### src/rtl/enigma_cmd_pkg.sv
// Shared opcode/error encodings and switch-word field positions for the Enigma command loader.
package enigma_cmd_pkg;

    typedef enum logic [2:0] {
        OpNop        = 3'd0,
        OpSetPos     = 3'd1,
        OpSetSel     = 3'd2,
        OpPlug       = 3'd3,
        OpLetter     = 3'd4,
        OpCommit     = 3'd5,
        OpClearPlugs = 3'd6,
        OpRsvd       = 3'd7
    } op_e;

    typedef enum logic [2:0] {
        ErrNone         = 3'd0,
        ErrBadOp        = 3'd1,
        ErrBadIdx       = 3'd2,
        ErrBadLetter    = 3'd3,
        ErrPlugFull     = 3'd4,
        ErrPlugConflict = 3'd5,
        ErrBusy         = 3'd6,
        ErrNoCfg        = 3'd7
    } err_e;

    localparam int unsigned SwWidth   = 16;
    localparam int unsigned SwOpMsb   = 15;
    localparam int unsigned SwOpLsb   = 13;
    localparam int unsigned SwIdxMsb  = 12;
    localparam int unsigned SwIdxLsb  = 10;
    localparam int unsigned SwValBMsb = 9;
    localparam int unsigned SwValBLsb = 5;
    localparam int unsigned SwValAMsb = 4;
    localparam int unsigned SwValALsb = 0;

endpackage

### src/rtl/btn_debounce.sv
// Two-flop synchroniser, stability-counter debouncer and rising-edge detector for one button.
module btn_debounce #(
    parameter int unsigned DEBOUNCE_CYCLES = 1_000_000
) (
    input  logic clk_in,
    input  logic rst_n_in,
    input  logic btn_raw,
    output logic press
);

    localparam int unsigned CntW = (DEBOUNCE_CYCLES > 1) ? $clog2(DEBOUNCE_CYCLES) : 1;

    logic [1:0]      sync_q;
    logic            level_q, level_d;
    logic            prev_q;
    logic [CntW-1:0] cnt_q, cnt_d;

    always_ff @(posedge clk_in or negedge rst_n_in) begin
        if (!rst_n_in) begin
            sync_q  <= '0;
            level_q <= 1'b0;
            cnt_q   <= '0;
            prev_q  <= 1'b0;
        end else begin
            sync_q  <= {sync_q[0], btn_raw};
            level_q <= level_d;
            cnt_q   <= cnt_d;
            prev_q  <= level_q;
        end
    end

    // Counter only runs while the synchronised level disagrees; any agreement restarts it.
    always_comb begin
        level_d = level_q;
        cnt_d   = '0;
        if (DEBOUNCE_CYCLES == 0) begin
            level_d = sync_q[1];
        end else if (sync_q[1] != level_q) begin
            if (cnt_q == CntW'(DEBOUNCE_CYCLES - 1)) begin
                level_d = sync_q[1];
            end else begin
                cnt_d = cnt_q + CntW'(1);
            end
        end
    end

    assign press = level_q & ~prev_q;

endmodule

### src/rtl/enigma_cmd_loader.sv
// Switch/button command front-end: decodes one command per debounced press, keeps shadow and
// active rotor/plugboard configuration, and offers letters and committed config via valid/ready.
module enigma_cmd_loader
    import enigma_cmd_pkg::*;
#(
    parameter int unsigned NUM_ROTORS      = 3,
    parameter int unsigned ROTOR_SEL_W     = 3,
    parameter int unsigned LETTER_W        = 5,
    parameter int unsigned ALPHABET        = 26,
    parameter int unsigned PLUG_PAIRS      = 10,
    parameter int unsigned DEBOUNCE_CYCLES = 1_000_000
) (
    input  logic                                clk_in,
    input  logic                                rst_n_in,
    input  logic [15:0]                         sw,
    input  logic                                data_valid_in,
    input  logic                                cfg_ready_in,
    input  logic                                letter_ready_in,
    output logic                                cfg_valid_out,
    output logic [NUM_ROTORS*ROTOR_SEL_W-1:0]   rotor_select_out,
    output logic [NUM_ROTORS*LETTER_W-1:0]      rotor_initial_out,
    output logic [PLUG_PAIRS*2*LETTER_W-1:0]    plug_pairs_out,
    output logic [$clog2(PLUG_PAIRS+1)-1:0]     plug_count_out,
    output logic                                letter_valid_out,
    output logic [LETTER_W-1:0]                 char_out,
    output logic                                err_valid_out,
    output logic [2:0]                          err_code_out
);

    localparam int unsigned PcW   = $clog2(PLUG_PAIRS + 1);
    localparam int unsigned PairW = 2 * LETTER_W;

    logic press, exec_q;

    btn_debounce #(
        .DEBOUNCE_CYCLES(DEBOUNCE_CYCLES)
    ) u_btn (
        .clk_in  (clk_in),
        .rst_n_in(rst_n_in),
        .btn_raw (data_valid_in),
        .press   (press)
    );

    op_e                 op;
    logic [2:0]          idx;
    logic [4:0]          val_a, val_b;
    logic [LETTER_W-1:0] a_l, b_l;

    assign op    = op_e'(sw[SwOpMsb:SwOpLsb]);
    assign idx   = sw[SwIdxMsb:SwIdxLsb];
    assign val_b = sw[SwValBMsb:SwValBLsb];
    assign val_a = sw[SwValAMsb:SwValALsb];
    assign a_l   = LETTER_W'(val_a);
    assign b_l   = LETTER_W'(val_b);

    logic [ROTOR_SEL_W-1:0] sh_sel_q  [NUM_ROTORS];
    logic [ROTOR_SEL_W-1:0] sh_sel_d  [NUM_ROTORS];
    logic [ROTOR_SEL_W-1:0] act_sel_q [NUM_ROTORS];
    logic [ROTOR_SEL_W-1:0] act_sel_d [NUM_ROTORS];
    logic [LETTER_W-1:0]    sh_pos_q  [NUM_ROTORS];
    logic [LETTER_W-1:0]    sh_pos_d  [NUM_ROTORS];
    logic [LETTER_W-1:0]    act_pos_q [NUM_ROTORS];
    logic [LETTER_W-1:0]    act_pos_d [NUM_ROTORS];
    logic [PairW-1:0]       sh_pair_q [PLUG_PAIRS];
    logic [PairW-1:0]       sh_pair_d [PLUG_PAIRS];
    logic [PairW-1:0]       act_pair_q[PLUG_PAIRS];
    logic [PairW-1:0]       act_pair_d[PLUG_PAIRS];
    logic [PcW-1:0]         sh_cnt_q, sh_cnt_d, act_cnt_q, act_cnt_d;

    logic                configured_q, configured_d;
    logic                cfg_valid_q, cfg_valid_d;
    logic                letter_valid_q, letter_valid_d;
    logic [LETTER_W-1:0] char_q, char_d;
    logic                err_valid_q, err_valid_d;
    err_e                err_code_q, err_code_d;

    logic idx_bad, letter_bad, plug_conflict;
    err_e err;

    always_comb begin
        idx_bad       = (32'(idx) >= NUM_ROTORS);
        plug_conflict = (val_a == val_b);
        for (int j = 0; j < PLUG_PAIRS; j++) begin
            if (PcW'(j) < sh_cnt_q) begin
                if (sh_pair_q[j][LETTER_W-1:0] == a_l || sh_pair_q[j][PairW-1:LETTER_W] == a_l ||
                    sh_pair_q[j][LETTER_W-1:0] == b_l || sh_pair_q[j][PairW-1:LETTER_W] == b_l) begin
                    plug_conflict = 1'b1;
                end
            end
        end
        letter_bad = 1'b0;
        if (op == OpSetPos || op == OpLetter) begin
            letter_bad = (32'(val_a) >= ALPHABET);
        end else if (op == OpPlug) begin
            letter_bad = (32'(val_a) >= ALPHABET) || (32'(val_b) >= ALPHABET);
        end

        // Ready is honoured before busy is judged, so a completing handshake frees the slot.
        err = ErrNone;
        if (op == OpRsvd) begin
            err = ErrBadOp;
        end else if ((op == OpSetPos || op == OpSetSel) && idx_bad) begin
            err = ErrBadIdx;
        end else if (letter_bad) begin
            err = ErrBadLetter;
        end else if (op == OpPlug && sh_cnt_q == PcW'(PLUG_PAIRS)) begin
            err = ErrPlugFull;
        end else if (op == OpPlug && plug_conflict) begin
            err = ErrPlugConflict;
        end else if ((op == OpCommit && cfg_valid_q && !cfg_ready_in) ||
                     (op == OpLetter && letter_valid_q && !letter_ready_in)) begin
            err = ErrBusy;
        end else if (op == OpLetter && !configured_q) begin
            err = ErrNoCfg;
        end
    end

    always_comb begin
        sh_sel_d       = sh_sel_q;
        sh_pos_d       = sh_pos_q;
        sh_pair_d      = sh_pair_q;
        sh_cnt_d       = sh_cnt_q;
        act_sel_d      = act_sel_q;
        act_pos_d      = act_pos_q;
        act_pair_d     = act_pair_q;
        act_cnt_d      = act_cnt_q;
        configured_d   = configured_q;
        cfg_valid_d    = cfg_valid_q && !cfg_ready_in;
        letter_valid_d = letter_valid_q && !letter_ready_in;
        char_d         = char_q;
        err_valid_d    = 1'b0;
        err_code_d     = err_code_q;

        if (exec_q && err != ErrNone) begin
            err_valid_d = 1'b1;
            err_code_d  = err;
        end else if (exec_q) begin
            unique case (op)
                OpSetPos: begin
                    for (int i = 0; i < NUM_ROTORS; i++) begin
                        if (idx == 3'(i)) sh_pos_d[i] = a_l;
                    end
                end
                OpSetSel: begin
                    for (int i = 0; i < NUM_ROTORS; i++) begin
                        if (idx == 3'(i)) sh_sel_d[i] = val_a[ROTOR_SEL_W-1:0];
                    end
                end
                OpPlug: begin
                    for (int j = 0; j < PLUG_PAIRS; j++) begin
                        if (sh_cnt_q == PcW'(j)) sh_pair_d[j] = {b_l, a_l};
                    end
                    sh_cnt_d = sh_cnt_q + PcW'(1);
                end
                OpLetter: begin
                    char_d         = a_l;
                    letter_valid_d = 1'b1;
                end
                OpCommit: begin
                    act_sel_d    = sh_sel_q;
                    act_pos_d    = sh_pos_q;
                    act_pair_d   = sh_pair_q;
                    act_cnt_d    = sh_cnt_q;
                    configured_d = 1'b1;
                    cfg_valid_d  = 1'b1;
                end
                OpClearPlugs: sh_cnt_d = '0;
                OpNop, OpRsvd: ;
            endcase
        end
    end

    always_ff @(posedge clk_in or negedge rst_n_in) begin
        if (!rst_n_in) begin
            for (int i = 0; i < NUM_ROTORS; i++) begin
                sh_sel_q[i]  <= ROTOR_SEL_W'(i);
                act_sel_q[i] <= ROTOR_SEL_W'(i);
                sh_pos_q[i]  <= '0;
                act_pos_q[i] <= '0;
            end
            for (int j = 0; j < PLUG_PAIRS; j++) begin
                sh_pair_q[j]  <= '0;
                act_pair_q[j] <= '0;
            end
            sh_cnt_q       <= '0;
            act_cnt_q      <= '0;
            exec_q         <= 1'b0;
            configured_q   <= 1'b0;
            cfg_valid_q    <= 1'b0;
            letter_valid_q <= 1'b0;
            char_q         <= '0;
            err_valid_q    <= 1'b0;
            err_code_q     <= ErrNone;
        end else begin
            sh_sel_q       <= sh_sel_d;
            act_sel_q      <= act_sel_d;
            sh_pos_q       <= sh_pos_d;
            act_pos_q      <= act_pos_d;
            sh_pair_q      <= sh_pair_d;
            act_pair_q     <= act_pair_d;
            sh_cnt_q       <= sh_cnt_d;
            act_cnt_q      <= act_cnt_d;
            exec_q         <= press;
            configured_q   <= configured_d;
            cfg_valid_q    <= cfg_valid_d;
            letter_valid_q <= letter_valid_d;
            char_q         <= char_d;
            err_valid_q    <= err_valid_d;
            err_code_q     <= err_code_d;
        end
    end

    for (genvar i = 0; i < NUM_ROTORS; i++) begin : g_rotor_out
        assign rotor_select_out[i*ROTOR_SEL_W +: ROTOR_SEL_W] = act_sel_q[i];
        assign rotor_initial_out[i*LETTER_W +: LETTER_W]      = act_pos_q[i];
    end

    for (genvar j = 0; j < PLUG_PAIRS; j++) begin : g_pair_out
        assign plug_pairs_out[j*PairW +: PairW] = act_pair_q[j];
    end

    assign plug_count_out   = act_cnt_q;
    assign cfg_valid_out    = cfg_valid_q;
    assign letter_valid_out = letter_valid_q;
    assign char_out         = char_q;
    assign err_valid_out    = err_valid_q;
    assign err_code_out     = err_code_q;

endmodule

### config.mk
export PLATFORM = sky130hd
export DESIGN_NAME = enigma_cmd_loader
export DESIGN_NICKNAME = d
export VERILOG_FILES = /design/src/rtl/enigma_cmd_pkg.sv /design/src/rtl/btn_debounce.sv /design/src/rtl/enigma_cmd_loader.sv
export SDC_FILE = /design/constraint.sdc
export NUM_CORES = 1
export LEC_CHECK = 0
export CORE_MARGIN = 5
export CORE_UTILIZATION = 50
export CTS_BUF_LIST = sky130_fd_sc_hd__clkbuf_8
export CTS_CLUSTER_SIZE = 28
export DETAILED_ROUTE_END_ITERATION = 10
export DONT_BUFFER_PORTS = 1
export PLACE_DENSITY = 0.79
export SLEW_MARGIN = 25
export SYNTH_ARGS = -nofsm -noshare
export SYNTH_HDL_FRONTEND = slang
export SYNTH_HIERARCHICAL = 1
export SYNTH_SLANG_ARGS = --single-unit
export TNS_END_PERCENT = 1
### constraint.sdc
create_clock -name clk_in -period 3.2 [get_ports clk_in]
set_input_delay 0.48 -clock clk_in [delete_from_list [all_inputs] [get_ports clk_in]]
set_output_delay 0.48 -clock clk_in [all_outputs]
set_load 0.1 [all_outputs]
==> run summary <==
- **outcome** complete, but fails checks
- **failing checks** negative hold slack
- **final worst-path setup slack** 0.0678 ns
- **number of DRC markers after the initial detailed-route iteration** 553
- **clock latency on the worst-skew pair** 0.57 ns
- **tightest hold margin** -0.377 ns
- **Compound-Gate Fraction of Synth Area** 0.0274
- **maximum ir drop on the vdd rail** 0.373 mV
- **clock tree from TritonCTS** done
- **area fraction in and, or, nand and nor cells after synthesis** 0.0794
- **core footprint** 27900 um^2
- **vias per cell** 5.63
- **Slew Limit Fails** 0
- **clock period minus worst slack** 3.13 ns
- **Avg Synthesized Cell Area** 12.7 um^2
- **proportion of synthesized area in mux cells** 0.206
- **share of synthesized flip-flops with an asynchronous set or reset** 1.00
- **Fin Clk Skew** 0.0325 ns
- **top post-synthesis cells by area** sky130_fd_sc_hd__dfrtp_1 (51%), sky130_fd_sc_hd__mux2_2 (21%), sky130_fd_sc_hd__xnor2_1 (8.1%)
- **number of standard cells in the layout, taps in and fillers out** 1544
- **number of maximum-capacitance constraint violations** 0
- **number of inserted filler cells in the final layout** 2257
- **fraction of layout instances using a drive strength above 1** 0.339
- **synthesized flop and latch total** 293
- **arrival time reported for the critical path endpoint** 3.58 ns
- **endpoint class of the critical path** flop
- **number of hold violations in the final report** 289
- **adder-cell share of the synthesized area** 0.00352
- **highest net fanout along the worst path** 10
- **measured slew at the worst slew-check pin** 1.03 ns
- **maximum level of the CTS H-tree** 2
- **DIE AREA** 31900 um^2
- **number of placed I/O pins** 160
- **DR vias** 8696
- **number of detailed-route iterations in the first pass** 5
- **Setup WS pre-CTS** -0.196 ns
- **total leakage power** 7.44 nW
- **number of placement rows** 61
- **Synth Warn #** 6
- **total number of nets in the final design** 1157
- **sequential fraction of the synthesis area** 0.517
- **setup repair after global routing missed its margin** yes
- **initial core utilization** 0.509
- **highest-count cells in the layout ignoring fill and taps** sky130_fd_sc_hd__dfrtp_1 (287), sky130_fd_sc_hd__mux2_2 (259), sky130_fd_sc_hd__xnor2_1 (132), sky130_fd_sc_hd__xor2_1 (87), sky130_fd_sc_hd__clkbuf_8 (57)
- **fraction of synthesized cell area in xor and xnor cells** 0.135
- **horizontal die dimension** 179 um
- **total setup violations reported at the end of the flow** 0
- **relative area change from synthesis to final layout** 11.0%
- **Storage cell area** 7340 um^2
- **average wire per standard cell** 20.6 um
- **Diodes inserted** 0
- **instance count of the mapped netlist** 1121
- **most common cell after layout, fill and taps aside** sky130_fd_sc_hd__dfrtp_1
- **post-synth design cell area** 14200 um^2
- **number of hold buffers added after CTS** 1
- **global-route wire length before repair** 51100 um
- **pin count of the biggest net entering global routing** 294
- **number of clock sinks** 293
- **power per cell area** 459 nW/um^2
- **antenna viol nets, final** 0
- **class of the tightest hold or removal check** in2async
- **main combinational cell family by area after synthesis** multiplexers
- **Global Route Usage Sum** 0.202
- **maximum clock frequency** 319 MHz
- **most used flip-flop cell after synthesis** sky130_fd_sc_hd__dfrtp_1
- **worst setup path class** reg2reg
- **Yosys cell types** 56
- **top-area cell type share of the netlist area** 0.509
- **post-detailed-routing wire length** 31900 um
- **CTS Buf Count** 46
- **residual DRC count** 0
- **startpoint type of the worst setup path** flop
- **via count of the first global-routing pass** 9113
- **area of the multi-input gates** 6460 um^2
- **largest area contributor in the synthesized netlist** sky130_fd_sc_hd__dfrtp_1
- **number of input and output port buffers inserted** 0
- **clock slew at reported path FFs** 0.07 ns
- **Post-synth EDFFs** 0
- **headroom to the max-slew limit** 0.316
- **Placed Instances** 1453
- **Detail Placement HPWL** 20400 um
- **buffer levels on the longest clock path** 3
- **share of the clock period used by the worst path after layout** 0.979
- **placer's final routability congestion estimate** 0.888
- **vertical die dimension** 179 um
- **CTS Root Buffer Type** sky130_fd_sc_hd__clkbuf_8
- **CP required** 3.64 ns
- **number of antenna violations at the first check in global routing** 0
- **Net Count, Synth** 1146
- **grt total ovfl** 0
-- worst paths after layout --
check,startpoint,end,slack [ns],cells past startpoint
max in group asynchronous,rst_n_in,rotor_initial_out[8],3.14,0
worst min-delay path,rst_n_in,sh_pair_q[12],-0.38,0
worst max register to register,sh_pair_q[10],sh_pair_q[93],0.07,12
worst max-delay path,sh_pair_q[10],sh_pair_q[93],0.07,12
worst min register to register,u_btn/sync_q[0],u_btn/sync_q[1],0.35,0
min in group clk_in,sw[7],sh_pair_q[47],0.06,1
-- cell usage after synthesis (all sizes together), types with 11 or more instances --
library cell  instances
xor2                 87
nor2                 26
o21ai                11
clkbuf               26
nor3                 41
buf                  51
xnor2               132
mux2                259
dfrtp               289
a21oi                13
nand3                53
nand2                27
-- power breakdown --
part | internal, W | leakage (nW) | switching [W]
clock network | 0.00186 | 0.545 | 0.00145
registers | 0.00371 | 4.07 | 0.00000342
logic | 0.000119 | 2.83 | 0.0000856
total | 0.00569 | 7.44 | 0.00154
-- stage by stage --
step	TNS (ns)	utilization	power, W	cell area (um^2)
after detailed placement	-14.75	0.524	0.00397	14700
after floorplan	-1.91	-	0.00403	14200
after CTS	0	0.564	0.00732	15700
after global routing	-2.34	0.564	0.00751	15800
after global placement	-11.67	0.524	0.00397	14700
final	0	0.564	0.00723	15800
-- layout make-up --
| cell class | instances | share of cell area |
|---|---|---|
| Clock buffer | 57 | 0.0498 |
| Clock inverter | 25 | 0.0125 |
| Inverter | 7 | 0.00167 |
| Multi-Input combinational cell | 744 | 0.410 |
| Sequential cell | 293 | 0.466 |
| Tap cell | 378 | 0.0300 |
| Timing Repair Buffer | 40 | 0.0308 |
-- metal layers --
metal / vias up / GRT usage / wire length (um)
met3: 55 / 0.0784 / 3250
met2: 263 / 0.315 / 14800
met1: 4438 / 0.264 / 13300
met5: - / 0 / 0
met4: 0 / 0.0544 / 546
li1: 3940 / - / -
-- cells by family after synthesis --
family                     Yosys count
AOI/OAI and AO/OA                   55
xor gates and xnor gates           219
adders and majority gates            4
buffers and inverters               84
DFF                                293
muxes                              260
and+or+nand+nor                    206
-- worst max-delay path: stages, from the launching register on --
cell and delay (ns):
sky130_fd_sc_hd__dfrtp_1 0.43, sky130_fd_sc_hd__xnor2_1 0.14, sky130_fd_sc_hd__nand3_1 0.08, sky130_fd_sc_hd__nor3_1 0.07, sky130_fd_sc_hd__nor4_2 0.38, sky130_fd_sc_hd__buf_4 0.18, sky130_fd_sc_hd__o2111ai_1 0.14, sky130_fd_sc_hd__or4_4 0.56
sky130_fd_sc_hd__nor3_4 0.17, sky130_fd_sc_hd__buf_4 0.17, sky130_fd_sc_hd__and4_4 0.23, sky130_fd_sc_hd__buf_12 0.13, sky130_fd_sc_hd__mux2_2 0.33
-- state kept, by name (all words and copies together), names as in the netlist --
signal and count:
cfg_valid_out 1, char_out 5, configured_q 1, err_code_out 3, err_valid_out 1, exec_q 1, letter_valid_out 1, plug_count_out 4
plug_pairs_out 100, rotor_initial_out 15, rotor_select_out 9, sh_cnt_q 4, sh_pair_q 100, sh_pos_q 15, sh_sel_q 9, u_btn/cnt_q 20
u_btn/level_q 1, u_btn/prev_q 1, u_btn/sync_q 2
-- repair_timing --
action	in CTS	in global routing
buffers inserted	6	0
endpoints found under the setup margin	100	97
resized for setup	6	3
hold endpoints to repair	294	293
gates cloned	1	0
pin swaps	7	4
Power figures use the tool's default switching activity.
